### config.mk
export PLATFORM = sky130hd
export DESIGN_NAME = dff_write_arbiter
export DESIGN_NICKNAME = d
export VERILOG_FILES = /design/src/rtl/dff_write_arbiter_pkg.sv /design/src/rtl/dff_write_arbiter_dff_reg.sv /design/src/rtl/dff_write_arbiter.sv
export SDC_FILE = /design/constraint.sdc
export NUM_CORES = 1
export LEC_CHECK = 0
export CAP_MARGIN = 20
export CORE_ASPECT_RATIO = 1.75
export CORE_MARGIN = 4
export CORE_UTILIZATION = 41
export DETAILED_ROUTE_END_ITERATION = 8
export GPL_ROUTABILITY_DRIVEN = 0
export HOLD_SLACK_MARGIN = 0.05
export PLACE_DENSITY = 0.82
export SLEW_MARGIN = 20
export SYNTH_ARGS = -nofsm -noshare
export SYNTH_HDL_FRONTEND = slang
export SYNTH_HIERARCHICAL = 1
export SYNTH_SLANG_ARGS = --single-unit
### constraint.sdc
create_clock -name clk -period 2.05 [get_ports clk]
set_input_delay 0.205 -clock clk [delete_from_list [all_inputs] [get_ports clk]]
set_output_delay 0.205 -clock clk [all_outputs]
set_load 0.05 [all_outputs]
### src/rtl/dff_write_arbiter_pkg.sv
// Shared definitions for the dff_write_arbiter block: command encodings,
// arbiter FSM state encodings and a helper for index widths.
package dff_arb_pkg;

  // Command issued by a requester against the shared register.
  typedef enum logic [1:0] {
    OP_LOAD  = 2'b00,
    OP_SET   = 2'b01,
    OP_CLEAR = 2'b10,
    OP_HOLD  = 2'b11
  } op_t;

  // Arbiter FSM states.
  typedef enum logic [1:0] {
    ST_IDLE  = 2'b00,
    ST_WRITE = 2'b01,
    ST_ACK   = 2'b10
  } state_t;

  // Width of a requester index; at least one bit even for a single requester.
  function automatic int idx_width(input int n);
    return (n > 1) ? $clog2(n) : 1;
  endfunction

endpackage

### src/rtl/dff_write_arbiter_dff_reg.sv
// dff_reg: WIDTH-bit D register with synchronous reset, set, clear and load
// enable. qbar is a pure complement of q so the two can never disagree.
module dff_reg #(
  parameter int WIDTH = 8
) (
  input  logic             clk,
  input  logic             reset,
  input  logic             en,
  input  logic             set,
  input  logic             clr,
  input  logic [WIDTH-1:0] d,
  output logic [WIDTH-1:0] q,
  output logic [WIDTH-1:0] qbar
);

  logic [WIDTH-1:0] q_reg;

  // Register update: reset dominates, then set, clear and finally load.
  always_ff @(posedge clk) begin
    if (reset) begin
      q_reg <= '0;
    end else if (set) begin
      q_reg <= '1;
    end else if (clr) begin
      q_reg <= '0;
    end else if (en) begin
      q_reg <= d;
    end
  end

  assign q    = q_reg;
  assign qbar = ~q_reg;

endmodule

### src/rtl/dff_write_arbiter.sv
// dff_write_arbiter: shares one dff_reg among N requesters. A winner is picked
// in IDLE, its command is applied in WRITE and acknowledged in ACK.
// Build option: define DFF_ARB_FIXED_PRIO_EN for lowest-index-wins selection
// instead of round-robin (default).
module dff_write_arbiter
  import dff_arb_pkg::*;
#(
  parameter int N     = 4,
  parameter int WIDTH = 8
) (
  input  logic               clk,
  input  logic               reset,
  input  logic [N-1:0]       req,
  input  logic [2*N-1:0]     op,
  input  logic [WIDTH*N-1:0] d,
  output logic [N-1:0]       gnt,
  output logic [N-1:0]       ack,
  output logic [WIDTH-1:0]   q,
  output logic [WIDTH-1:0]   qbar,
  output logic               busy
);

  localparam int IDX_W = idx_width(N);

  op_t              op_arr [N];
  logic [WIDTH-1:0] d_arr  [N];

  state_t           state_reg, state_next;
  logic [IDX_W-1:0] winner_reg;
  op_t              op_reg;
  logic [WIDTH-1:0] d_reg;
  logic [IDX_W-1:0] sel_idx;
  logic [IDX_W-1:0] cand;
  logic             sel_valid;
  logic             reg_en, reg_set, reg_clr;

`ifndef DFF_ARB_FIXED_PRIO_EN
  logic [IDX_W-1:0] ptr_reg;
`endif

  // Split the flat command/data buses into per-requester slices.
  generate
    for (genvar gi = 0; gi < N; gi++) begin : g_slice
      assign op_arr[gi] = op_t'(op[2*gi +: 2]);
      assign d_arr[gi]  = d[WIDTH*gi +: WIDTH];
    end
  endgenerate

  // Winner selection: scan candidates in reverse priority order so the
  // highest-priority asserted request is the last one written.
  always_comb begin
    sel_idx   = '0;
    sel_valid = 1'b0;
    cand      = '0;
    for (int k = N - 1; k >= 0; k--) begin
`ifdef DFF_ARB_FIXED_PRIO_EN
      cand = IDX_W'(k);
`else
      cand = IDX_W'((int'(ptr_reg) + k) % N);
`endif
      if (req[cand]) begin
        sel_idx   = cand;
        sel_valid = 1'b1;
      end
    end
  end

  // FSM state register.
  always_ff @(posedge clk) begin
    if (reset) begin
      state_reg <= ST_IDLE;
    end else begin
      state_reg <= state_next;
    end
  end

  // Capture winner, command and data at the selection edge; later input
  // changes cannot disturb the transaction in flight.
  always_ff @(posedge clk) begin
    if (reset) begin
      winner_reg <= '0;
      op_reg     <= OP_HOLD;
      d_reg      <= '0;
    end else if (state_reg == ST_IDLE && sel_valid) begin
      winner_reg <= sel_idx;
      op_reg     <= op_arr[sel_idx];
      d_reg      <= d_arr[sel_idx];
    end
  end

`ifndef DFF_ARB_FIXED_PRIO_EN
  // Round-robin pointer moves just past the requester being acknowledged.
  always_ff @(posedge clk) begin
    if (reset) begin
      ptr_reg <= '0;
    end else if (state_reg == ST_ACK) begin
      ptr_reg <= (winner_reg == IDX_W'(N - 1)) ? '0 : winner_reg + IDX_W'(1);
    end
  end
`endif

  // Next-state and output decode; grant/ack are derived from the state so a
  // reset clears them on the same edge as the FSM.
  always_comb begin
    state_next = state_reg;
    gnt        = '0;
    ack        = '0;
    busy       = 1'b0;
    reg_en     = 1'b0;
    reg_set    = 1'b0;
    reg_clr    = 1'b0;
    case (state_reg)
      ST_IDLE: begin
        if (sel_valid) state_next = ST_WRITE;
      end
      ST_WRITE: begin
        gnt[winner_reg] = 1'b1;
        busy            = 1'b1;
        reg_en          = (op_reg == OP_LOAD);
        reg_set         = (op_reg == OP_SET);
        reg_clr         = (op_reg == OP_CLEAR);
        state_next      = ST_ACK;
      end
      ST_ACK: begin
        gnt[winner_reg] = 1'b1;
        ack[winner_reg] = 1'b1;
        busy            = 1'b1;
        state_next      = ST_IDLE;
      end
      default: begin
        state_next = ST_IDLE;
      end
    endcase
  end

  dff_reg #(.WIDTH(WIDTH)) u_dff_reg (
    .clk   (clk),
    .reset (reset),
    .en    (reg_en),
    .set   (reg_set),
    .clr   (reg_clr),
    .d     (d_reg),
    .q     (q),
    .qbar  (qbar)
  );

endmodule
Word level (Yosys, flattened, before mapping)
Cells that the tools add are included.
- add/sub/neg operators: 4
- $mul: 0
- div/mod/pow operators: 0
- $lt $le $gt $ge: 7
- eq/ne operators: 6
- shift-type cells: 0
- multiplexer cells: 36
- bitwise operators: 2
- reduce and logical (&&, ||, !) cells: 6
- operators by type and width (cell ; count):
    $mux W8 ; 5
    $bmux W8 S2 ; 1
    $mux W2 ; 8
    $lt A2 B3 Y1 const B ; 5
    $mux W1 ; 13
    $bmux W1 S2 ; 4
    $mux W4 ; 2
    $not A8 Y8 ; 1
    $eq A2 B2 Y1 const B ; 3
    $add A2 B1 Y2 const B ; 2
    $add A2 B2 Y2 const B ; 2
    $bmux W2 S2 ; 1
    $eq A2 B1 Y1 const B ; 2
    $logic_not A2 Y1 ; 2
    $pmux W2 S2 ; 1
    $ge A3 B3 Y1 const B ; 1
    $not A2 Y3 ; 1
    $reduce_bool A3 Y1 ; 1
    $demux W1 S2 ; 1
    $ge A2 B1 Y1 const B ; 1
    $logic_and A1 B1 Y1 ; 2
    $ne A2 B2 Y1 const B ; 1
    $reduce_or A2 Y1 ; 1
- register bits: 24
- bits in latches: 0
- RAM bits: 0
- ROM bits: 0
- input bits: 46
- output and inout port bits: 25
- word-level logic and storage cells: 67
- memories kept: 0

Longest topological paths before layout
Gate-level depths: netlist (run 1).
- word-level depth: 11
- mapped depth: 7

By module
Netlist (run 1), hierarchy kept.
- modules (own cells, without submodules) (module ; times used ; cells each ; area an instance (sq um) ; sequential area each (sq um)):
    dff_write_arbiter ; 1 ; 123 ; 1149.9 ; 320.3
    dff_reg ; 1 ; 36 ; 341.6 ; 160.2

Worst setup path after synthesis (run 1)
OpenSTA, ideal clock, no wires.
- path type: reg2out
- start point: register state_reg[0]
- end point: output gnt[0]
- arrival time: 1.476 ns
- data required time: 1.845 ns
- path slack: 0.369 ns
- cell stages (with the launch flop): 4
- buffers on the path: 0
- path through: dfxtp_1 > inv_1 > ha_1 > and2_1
- word-level cells in the longest chain between the ends: 3
- RTL lines (element ; line ; RTL):
    from (decl) ; dff_write_arbiter.sv:28 ; state_t state_reg, state_next;
    from (signal assigned) ; dff_write_arbiter.sv:73 ; state_reg <= state_next;
    $eq A2 B2 Y1 / $eq A2 B1 Y1 (equally long branches) ; dff_write_arbiter.sv:112 ; case (state_reg)
    $reduce_or A2 Y1 (no line) (*) ; n/a ;
    $mux W4 (*) ; n/a ;
    to (decl) ; dff_write_arbiter.sv:16 ; output logic [N-1:0] gnt,
Mark *: on every way between the ends. The rest lies on a longest branch, timed or not.

Final worst setup path (run 1)
- start point: input req[2]
- end point: register d_reg[6]
- word-level cells in the longest chain between the ends: 10
- RTL lines (element ; line ; RTL):
    from (decl) ; dff_write_arbiter.sv:13 ; input logic [N-1:0] req,
    $bmux W1 S2 ; dff_write_arbiter.sv:61 ; if (req[cand]) begin
    $mux W1 (implied by the code) ; dff_write_arbiter.sv:61 ;
    $mux W2 (4 in series) ; dff_write_arbiter.sv:61 ;
    $not A2 Y3 (implied by the code) ; dff_write_arbiter.sv:87 ; d_reg <= d_arr[sel_idx];
    $bmux W8 S2 ; dff_write_arbiter.sv:87 ;
    $mux W8 (implied by the code) (2 in series) ; dff_write_arbiter.sv:87 ;
    to (signal assigned) ; dff_write_arbiter.sv:87 ;
    to (decl) ; dff_write_arbiter.sv:31 ; logic [WIDTH-1:0] d_reg;
Parallel ways exist; a longest one is shown, timed or not. The select of a mux whose other input is x is not followed.
A chain may end at the register's enable or synchronous reset.

==> impl_results.md, run 1 <==
- Crit path max fanout: 18
- Post-Layout Cell Count: 278
- Post-synth ARST share: 0%
- Die area: 4704 µm²
- Worst-path clk slew: 90 ps
- Total of max-cap violations: 0
- Fin crit share: 89.48%
- Static Leak: 0.0008803 µW
- Power per cell area: 647.6 nW/µm²
- IO Port Bufs: 70
- Final Max Tran Viols: 0
- Detailed Routing Iterations Pass 1: 4
- Synth top cells by count: mux2i_1, dfxtp_1, inv_1
- First-pass GRT wire length: 6900 µm
- Total track usage: 19.61%
- Cell Int Power: 1009 µW
- Critical path, cell by cell: clkdlybuf4s50_1 -> and2b_1 -> a211oi_4 -> nor2_4 -> mux2i_1 -> o221ai_1
- DR vias: 1468
- Hold-fix buffers, CTS: 0
- Slew headroom: 55.92%
- Die H: 87.79 µm
- RSZ-0062 raised after global routing: false
- CTS sink cnt: 24
- Diode count: 0
- Outcome: finished clean
- Placed insts: 274
- Slowest cell on crit path: clkdlybuf4s50_1
- Starting density of the core: 43.44%
- Global route overflow: 0
- Worst Setup EP: d_reg[6]$_SDFFE_PP0P_
- Crit path max-delay family: simple AND/OR/NAND/NOR gates
- Largest stage delay, worst path: 520 ps
- Post-CTS Resized: 0
- DRT antenna net count: 0
- Via density: 5.281
- Largest net degree at the start of global routing: 19
- # IOs: 71
- Vias in the first global route: 1525
- Latest clock arrival within the worst-skew pair: 270 ps
- Dominant synthesized flop cell: dfxtp_1
- Critical path origin: req[2]
- Core footprint: 3433 µm²
- Final setup fails: 0
- Routed WL per cell: 15.92 µm
- Combinational power share: 34.3%
- Fillcell total: 311
- P&R area growth vs syn: 53.78%
- Total Wirelength: 4427 µm
- Register area share after synthesis: 32.21%
- Kind of critical path: in2reg
- Worst path arrival time: 1970 ps
- Final Hold Vio Count: 0
- Die width: 53.59 µm
- R2R depth: 5
- #FFs+latches synth: 24
- # rows: 28
- Net Sw Power: 475.9 µW
- Share of post-route cells with drive strength above 1: 11.59%
- Clk_skew: 2.170 ps
- Crit path time final: 1834 ps
- Synth top area share: 32.21%
- Reg2reg end: d_reg[6]$_SDFFE_PP0P_
- CP Buf/Inv Count: 1
- Syn_area_per_cell: 9.380 µm²
- Worst VDD drop: 0.0004958 V
- Syn Std Cell Area: 1491 µm²
- Worst-margin pin slew: 659.6 ps
- WP data required: 2190 ps
- DRC: 0
- Setup TNS: 0 ps
- Final #Nets: 287
- CTS root buf: clkbuf_8
- Critical Path Source Type: input port
- Post CTS Setup Buffer Count: 0
- Ranking of synthesized cells by area: dfxtp_1, mux2i_1, ha_1, o221ai_1, nand3b_1
- Count leader, synth: mux2i_1
- Sw Ratio: 32.04%
- Cell variety after synth: 34
- Sequential power share: 37.5%
- Num CTS Buffers: 3
- Max clock buf depth: 2
- Ys Warns: 6
- First DRT Iteration DRCs: 24
- FF-to-FF Start: ptr_reg[0]$_SDFFE_PP0P_
- Synth area leader: dfxtp_1
- Post-DP HPWL: 3551 µm
- Htree depth: 1
- R2R setup slack: 300 ps
- Initial antenna violation count: 0
- Worst Hold Class: reg2reg
- Clock group share of total power: 28.2%
- Instance count on the critical path: 6
- Crit end category: flop
- Number of enable flip-flop cells after synthesis: 0
- CTS tree: built
- Fmax: 0.5452 GHz
- Syn Nets: 212
- Gate Count Post-Synth: 159
## logic make-up after synthesis
kind of cell,synth area share (%)
buffers and inverters,6.795
AND/OR/NAND/NOR,19.46
multiplexers,19.46
adder cells (fa/ha/maj),5.872
AO/OA/AOI/OAI,16.19
flip-flops,32.21
## metrics by stage
| stage | instance area, µm² | util [%] | setup slack [ps] | total power, µW | hold WS, ps |
|---|---|---|---|---|---|
| after floorplan | 1491 | - | 369.1 | 872.0 | 404.7 |
| after global placement | 2222 | 64.72 | -20.38 | 1070 | 493.9 |
| after detailed placement | 2222 | 64.72 | -50.22 | 1077 | 506.4 |
| after CTS | 2293 | 66.80 | 213.3 | 1496 | 525.2 |
| after global routing | 2293 | 66.80 | 105.4 | 1546 | 556.2 |
| final | 2293 | 66.80 | 215.7 | 1485 | 520.9 |
## layer usage
metal / up-vias / wire length [µm] / global-route usage, %
li1: 714 / - / -
met1: 677 / 1752 / 21.34
met2: 64 / 2183 / 34.19
met3: 13 / 367 / 4.770
met4: 0 / 124 / 9.535
met5: - / 0 / 0
## worst min-delay path by stage
stage,start,slack [ps],end,cells after the start
6_report,state_reg[0]$_SDFFE_PP0P_,520,state_reg[0]$_SDFFE_PP0P_,2
5_1_grt,winner_reg[0]$_SDFFE_PP0P_,560,winner_reg[0]$_SDFFE_PP0P_,2
4_1_cts,winner_reg[0]$_SDFFE_PP0P_,530,winner_reg[0]$_SDFFE_PP0P_,2
3_5_place_dp,d_reg[0]$_SDFFE_PP0P_,510,d_reg[0]$_SDFFE_PP0P_,2
3_3_place_gp,ptr_reg[0]$_SDFFE_PP0P_,490,ptr_reg[0]$_SDFFE_PP0P_,2
2_1_floorplan,d[8],400,d_reg[0]$_SDFFE_PP0P_,2
## power groups by stage
stage                     combinational (µW)  sequential, µW  clock, µW
after floorplan                          282             590          0
after detailed placement                 509             568          0
after global placement                   503             567          0
after CTS                                513             558        425
after global routing                     546             562        438
final                                    510             557        418
## final cells by class
| cell class | instances | area [µm²] | share of cell area [%] |
|---|---|---|---|
| multi-input combinational | 115 | 909.6 | 39.66 |
| timing repair buffer | 76 | 723.2 | 31.53 |
| sequential | 24 | 480.5 | 20.95 |
| tap | 45 | 56.30 | 2.455 |
| inverter | 14 | 52.55 | 2.291 |
| clock buffer | 3 | 41.29 | 1.800 |
| clock inverter | 1 | 30.03 | 1.309 |
## tightest hold or removal path, delay by kind of cell, from the launching register on
family / cells / cell delay [ps]
simple gates: 2 / 150
flops: 1 / 330
## layout by cell type, fill, tap and decap left out, drive strengths merged, types with 5 or more instances in the layout
master,synthesis,routed
a21oi,5,5
and2,8,8
buf,5,15
clkdlybuf4s50,0,61
dfxtp,24,24
ha,7,7
inv,14,14
mux2i,29,29
nand2,5,5
nand3b,8,8
nor2,10,10
o21ai,11,11
o221ai,8,8
(Power assumes the default switching activity.)
==> run 2: changes to the inputs <==
--- a/config.mk
+++ b/config.mk
@@ -13,6 +13,7 @@
 export GPL_ROUTABILITY_DRIVEN = 0
 export HOLD_SLACK_MARGIN = 0.05
 export PLACE_DENSITY = 0.82
+export SETUP_SLACK_MARGIN = 0.5
 export SLEW_MARGIN = 20
 export SYNTH_ARGS = -nofsm -noshare
 export SYNTH_HDL_FRONTEND = slang
==> impl_results.md, run 2 (synthesized netlist as in run 1, its figures left out) <==
- Diode count: 0 (unchanged)
- Commonest non-fill, non-tap cell in the layout: clkdlybuf4s50_1
- Worst VDD drop: 0.0003910 V (-21%)
- Static Leak: 0.0009357 µW (+6.3%)
- Starting density of the core: 43.44% (unchanged)
- Total Wirelength: 4636 µm (+4.7%)
- DRC: 0 (unchanged)
- P&R area growth vs syn: 59.06%
- Clk_skew: 0.7528 ps (-1.417 ps)
- CTS root buf: clkbuf_8
- Critical path origin: ptr_reg[0]$_SDFFE_PP0P_
- Fmax: 0.6458 GHz (+18%)
- FF-to-FF Start: ptr_reg[0]$_SDFFE_PP0P_
- First-pass GRT wire length: 6934 µm (+0.49%)
- Htree depth: 1 (unchanged)
- Worst-margin pin slew: 505.2 ps (-154.4 ps)
- Routed WL per cell: 16.50 µm (+3.6%)
- IO Port Bufs: 70 (unchanged)
- R2R setup slack: 500 ps (+200 ps)
- CTS tree: built
- Num CTS Buffers: 3 (unchanged)
- Max clock buf depth: 2 (unchanged)
- Detailed Routing Iterations Pass 1: 5 (+1)
- Slew headroom: 66.46% (+11 points)
- Die width: 53.59 µm (unchanged)
- Final Max Tran Viols: 0 (unchanged)
- R2R depth: 6 (+1)
- Global route overflow: 0 (unchanged)
- # IOs: 71 (unchanged)
- DR vias: 1498 (+2.0%)
- Final setup fails: 0 (unchanged)
- Critical Path Source Type: flop
- Final instance area: 2372 µm² (+3.4%)
- RSZ-0062 raised after global routing: true
- First DRT Iteration DRCs: 31 (+29%)
- Fin crit share: 75.54% (-14 points)
- Worst path arrival time: 1680 ps (-290 ps)
- CTS sink cnt: 24 (unchanged)
- Share of post-route cells with drive strength above 1: 21.19% (+9.6 points)
- Kind of critical path: reg2reg
- Total of max-cap violations: 0 (unchanged)
- Power, Total: 1416 µW (-4.7%)
- Die area: 4704 µm² (unchanged)
- Reg2reg end: d_reg[5]$_SDFFE_PP0P_
- # rows: 28 (unchanged)
- Most frequent cells in the layout: clkdlybuf4s50_1, mux2i_1, dlygate4sd2_1
- Die H: 87.79 µm (unchanged)
- Vias in the first global route: 1465 (-3.9%)
- Largest net degree at the start of global routing: 16 (-3)
- Placed insts: 273 (-0.36%)
- WP data required: 2180 ps (about the same)
- Total track usage: 19.63% (about the same)
- DP Area: 2222 µm² (unchanged)
- Place WS: -44.60 ps (+5.618 ps)
- Crit end category: flop
- Fin util: 69.10% (+2.3 points)
- DRT antenna net count: 0 (unchanged)
- Final Hold Vio Count: 0 (unchanged)
- Worst setup margin: 501.4 ps (+285.7 ps)
- Worst-path clk slew: 80 ps (about the same)
- Post-DP HPWL: 3403 µm (-4.1%)
- Crit path max fanout: 13 (-5)
- Core footprint: 3433 µm² (unchanged)
- Power per cell area: 596.8 nW/µm² (-7.8%)
- Outcome: finished clean
- Worst Hold Class: reg2reg
- Initial antenna violation count: 0 (unchanged)
- Crit path time final: 1549 ps (-285.7 ps)
- Final #Nets: 290 (+1.0%)
- Worst Setup EP: d_reg[5]$_SDFFE_PP0P_
- Latest clock arrival within the worst-skew pair: 260 ps (about the same)
- Via density: 5.331 (+0.95%)
- Post-Layout Cell Count: 281 (+1.1%)
==> run 2: changes by cell type in the layout (fill, tap and decap cells not counted), sizes merged <==
cell           change
clkbuf             +1
clkdlybuf4s50     -20
bufinv             -1
dlygate4sd2       +20
buf                +3
==> run 2: routing by layer <==
layer  share of wire [%]  global-route usage (%)  wire length [µm]  vias up
met2                  49                   33.85              2270       76
met1                  40                   22.85              1838      689
met4                 2.9                   7.907               136        0
met3                 8.4                   4.089               391       12
li1                    -                       -                 -      721
met5                   0                       0                 0        -
==> run 2: worst min-delay path by stage <==
stage          cells after the start                         end                       start
5_1_grt                            2  winner_reg[0]$_SDFFE_PP0P_  winner_reg[0]$_SDFFE_PP0P_
6_report                           2  winner_reg[0]$_SDFFE_PP0P_  winner_reg[0]$_SDFFE_PP0P_
2_1_floorplan                      2       d_reg[0]$_SDFFE_PP0P_                        d[8]
3_3_place_gp                       2       d_reg[2]$_SDFFE_PP0P_       d_reg[2]$_SDFFE_PP0P_
4_1_cts                            2   state_reg[0]$_SDFFE_PP0P_   state_reg[0]$_SDFFE_PP0P_
3_5_place_dp                       2   state_reg[0]$_SDFFE_PP0P_   state_reg[0]$_SDFFE_PP0P_
==> run 2: timing repair <==
| item | CTS | global route |
|---|---|---|
| pin swaps | 4 | 3 |
| setup buffers | 4 | 0 |
| hold buffers | 0 | 0 |
| setup endpoints to repair | 37 | 19 |
| gates resized for setup | 30 | 15 |
==> run 2: cell type report <==
class	instances	area, µm²
inverters	14	52.55
repair buffers	79	752.0
clock buffers	4	55.05
fillers	310	1061
flip-flops and latches	24	490.5
well taps	45	56.30
multi-input cells	115	965.9
==> run 2: metrics by stage <==
stage	hold WS [ps]	TNS, ps
2_1_floorplan	404.7	0
3_3_place_gp	493.3	-17.82
3_5_place_dp	502.2	-327.2
4_1_cts	511.0	0
5_1_grt	523.1	0
6_report	500.0	0
==> run 2: worst max-delay path, cell delays in order, from the launching register on <==
cell and delay (ps):
dfxtp_2 350, and2b_2 250, a211oi_4 220, nor2_4 80, buf_12 160, mux2i_1 200
o221ai_1 150
==> run 2: power by group <==
part	switching [µW]	internal (µW)	leakage, µW	total (µW)
Combinational	289	244	0.000707	533
Clock	150	171	0.0000288	322
Sequential	45.8	516	0.000200	561
==> run 3: changes to the inputs <==
==> constraint.sdc (replaced) <==
create_clock -name clk -period 1.6 [get_ports clk]
set_input_delay 0.16 -clock clk [delete_from_list [all_inputs] [get_ports clk]]
set_output_delay 0.16 -clock clk [all_outputs]
set_load 0.05 [all_outputs]
==> impl_results.md, run 3 (synthesized netlist as in run 1, its figures left out) <==
- Outcome: finished clean
- Final #Nets: 305 (+5.2%)
- R2R depth: 6 (unchanged)
- Detailed Routing Iterations Pass 1: 4 (-1)
- Total of max-cap violations: 0 (unchanged)
- Fin crit share: 99.01% (+23 points)
- CTS root buf: clkbuf_8
- Crit end category: flop
- Static Leak: 0.001103 µW (+18%)
- FF-to-FF Start: ptr_reg[0]$_SDFFE_PP0P_
- IO Port Bufs: 70 (unchanged)
- DP Area: 2427 µm² (+9.2%)
- WP data required: 1800 ps (-380 ps)
- Core footprint: 3433 µm² (unchanged)
- Die H: 87.79 µm (unchanged)
- Share of post-route cells with drive strength above 1: 50.80% (+30 points)
- First DRT Iteration DRCs: 57 (+84%)
- Post-DP HPWL: 3701 µm (+8.8%)
- Critical path origin: ptr_reg[0]$_SDFFE_PP0P_
- Largest net degree at the start of global routing: 19 (+3)
- Final Hold Vio Count: 0 (unchanged)
- First-pass GRT wire length: 8383 µm (+21%)
- Crit path time final: 1584 ps (+35.64 ps)
- Fillcell total: 174 (-44%)
- Reg2reg end: op_reg[0]$_SDFFE_PP1P_
- DR vias: 1666 (+11%)
- Crit path max fanout: 3 (-10)
- Final instance area: 2853 µm² (+20%)
- Final Max Tran Viols: 0 (unchanged)
- Met1 Track Usage GR: 23.64% (+0.79 points)
- Fmax: 0.6312 GHz (-2.2%)
- P&R area growth vs syn: 91.28%
- Power per cell area: 722.8 nW/µm² (+21%)
- Critical path, cell by cell: and2b_2 -> a211oi_4 -> buf_4 -> o21ai_1 -> a211o_1 -> o211ai_1
- Worst-path clk slew: 80 ps (about the same)
- Routed WL per cell: 20.85 µm (+26%)
- Num CTS Buffers: 3 (unchanged)
- RSZ-0062 raised after global routing: true
- GR peak layer: met2
- Setup TNS: 0 ps (unchanged)
- Met3 global-route usage: 6.133% (+2.0 points)
- Diode count: 0 (unchanged)
- Worst Hold Class: in2reg
- Vias in the first global route: 1711 (+17%)
- Place WS: -463.1 ps (-418.5 ps)
- Global route overflow: 0 (unchanged)
- Clk_skew: 2.087 ps (+1.334 ps)
- Worst setup margin: 15.81 ps (-485.6 ps)
- R2R setup slack: 20 ps (-490 ps)
- Worst Setup EP: op_reg[0]$_SDFFE_PP1P_
- Instance count on the critical path: 6 (unchanged)
- Slew headroom: 72.63% (+6.2 points)
- Kind of critical path: reg2reg
- DRC: 0 (unchanged)
- Latest clock arrival within the worst-skew pair: 270 ps (about the same)
- # IOs: 71 (unchanged)
- Max clock buf depth: 2 (unchanged)
- Worst path arrival time: 1780 ps (+100 ps)
- Crit path max-delay family: compound AO/OA/AOI/OAI gates
- Worst-margin pin slew: 409.1 ps (-96.06 ps)
- Total Wirelength: 6150 µm (+33%)
- GR Util met2: 46.70% (+13 points)
- CTS tree: built
- Worst VDD drop: 0.0006249 V (+60%)
- Htree depth: 1 (unchanged)
- # rows: 28 (unchanged)
- Commonest non-fill, non-tap cell in the layout: clkdlybuf4s50_1
- Final setup fails: 0 (unchanged)
- Die width: 53.59 µm (unchanged)
- CTS sink cnt: 24 (unchanged)
- DRT antenna net count: 0 (unchanged)
- Largest stage delay, worst path: 350 ps (about the same)
- Starting density of the core: 43.44% (unchanged)
- Most frequent cells in the layout: clkdlybuf4s50_1, buf_4, mux2i_1
- Via density: 5.647 (+5.9%)
- CP Buf/Inv Count: 1 (unchanged)
- Initial antenna violation count: 0 (unchanged)
- Critical Path Source Type: flop
- Die area: 4704 µm² (unchanged)
- Total track usage: 24.80% (+5.2 points)
- Slowest cell on crit path: dfxtp_2
-- run 3: cell types whose count changed in the layout (fill, tap and decap cells not counted), moves of 7 or more --
cell	before	now
buf_12	1	10
buf_4	13	31
o221ai_2	0	8
mux2i_2	0	9
and2_4	0	7
dlygate4sd2_1	20	0
mux2i_1	29	16
dfxtp_2	5	13
o221ai_1	8	0
dfxtp_1	18	10
-- run 3: where the power goes --
group	internal, µW	total [µW]	switching, µW
sequential	664	735	70.2
clock	169	360	191
combinational	494	967	473
-- run 3: worst min-delay path: stages --
cell and delay (ps):
buf_6 90, a211oi_4 50, buf_4 130, nor3_2 120, a21oi_1 60, nor2_1 80
-- run 3: layer usage --
layer / vias to the layer above / part of all wire [%]
met1: 793 / 35
met5: - / 0
met3: 25 / 7.0
met2: 95 / 54
met4: 0 / 4.5
li1: 753 / -
-- run 3: worst min-delay path by stage --
stage	startpoint	end	slack (ps)	depth (start not counted)
finish	req[3]	winner_reg[1]$_SDFFE_PP0P_	460	6
global route	req[2]	winner_reg[0]$_SDFFE_PP0P_	500	5
CTS	winner_reg[0]$_SDFFE_PP0P_	winner_reg[0]$_SDFFE_PP0P_	520	2
detailed placement	d_reg[7]$_SDFFE_PP0P_	d_reg[7]$_SDFFE_PP0P_	500	2
global placement	d_reg[7]$_SDFFE_PP0P_	d_reg[7]$_SDFFE_PP0P_	490	2
floorplan	d[8]	d_reg[0]$_SDFFE_PP0P_	360	2
-- run 3: area by class of cell --
cell class | instances | area, µm² | share of cell area, %
clock buffers | 3 | 41.29 | 1.447
multi-input cells | 115 | 1197 | 41.97
flip-flops and latches | 24 | 500.5 | 17.54
repair buffers | 94 | 1005 | 35.22
well taps | 45 | 56.30 | 1.974
inverters | 14 | 52.55 | 1.842
-- run 3: through the flow --
step	cells	power [µW]	hold WS [ps]	util, %
final	295	2062	457.0	83.09
after global routing	295	2133	501.9	83.09
after floorplan	159	1154	359.7	-
after CTS	292	1949	518.9	79.12
after global placement	283	1456	493.4	70.70
after detailed placement	283	1469	498.4	70.70
-- run 3: repair_timing --
item                       in CTS  in global routing
gates resized for setup        60                 21
hold buffers                    0                  0
gates cloned                    1                  1
pin swaps                      19                  0
setup endpoints to repair      33                 30
buffers inserted                5                  2
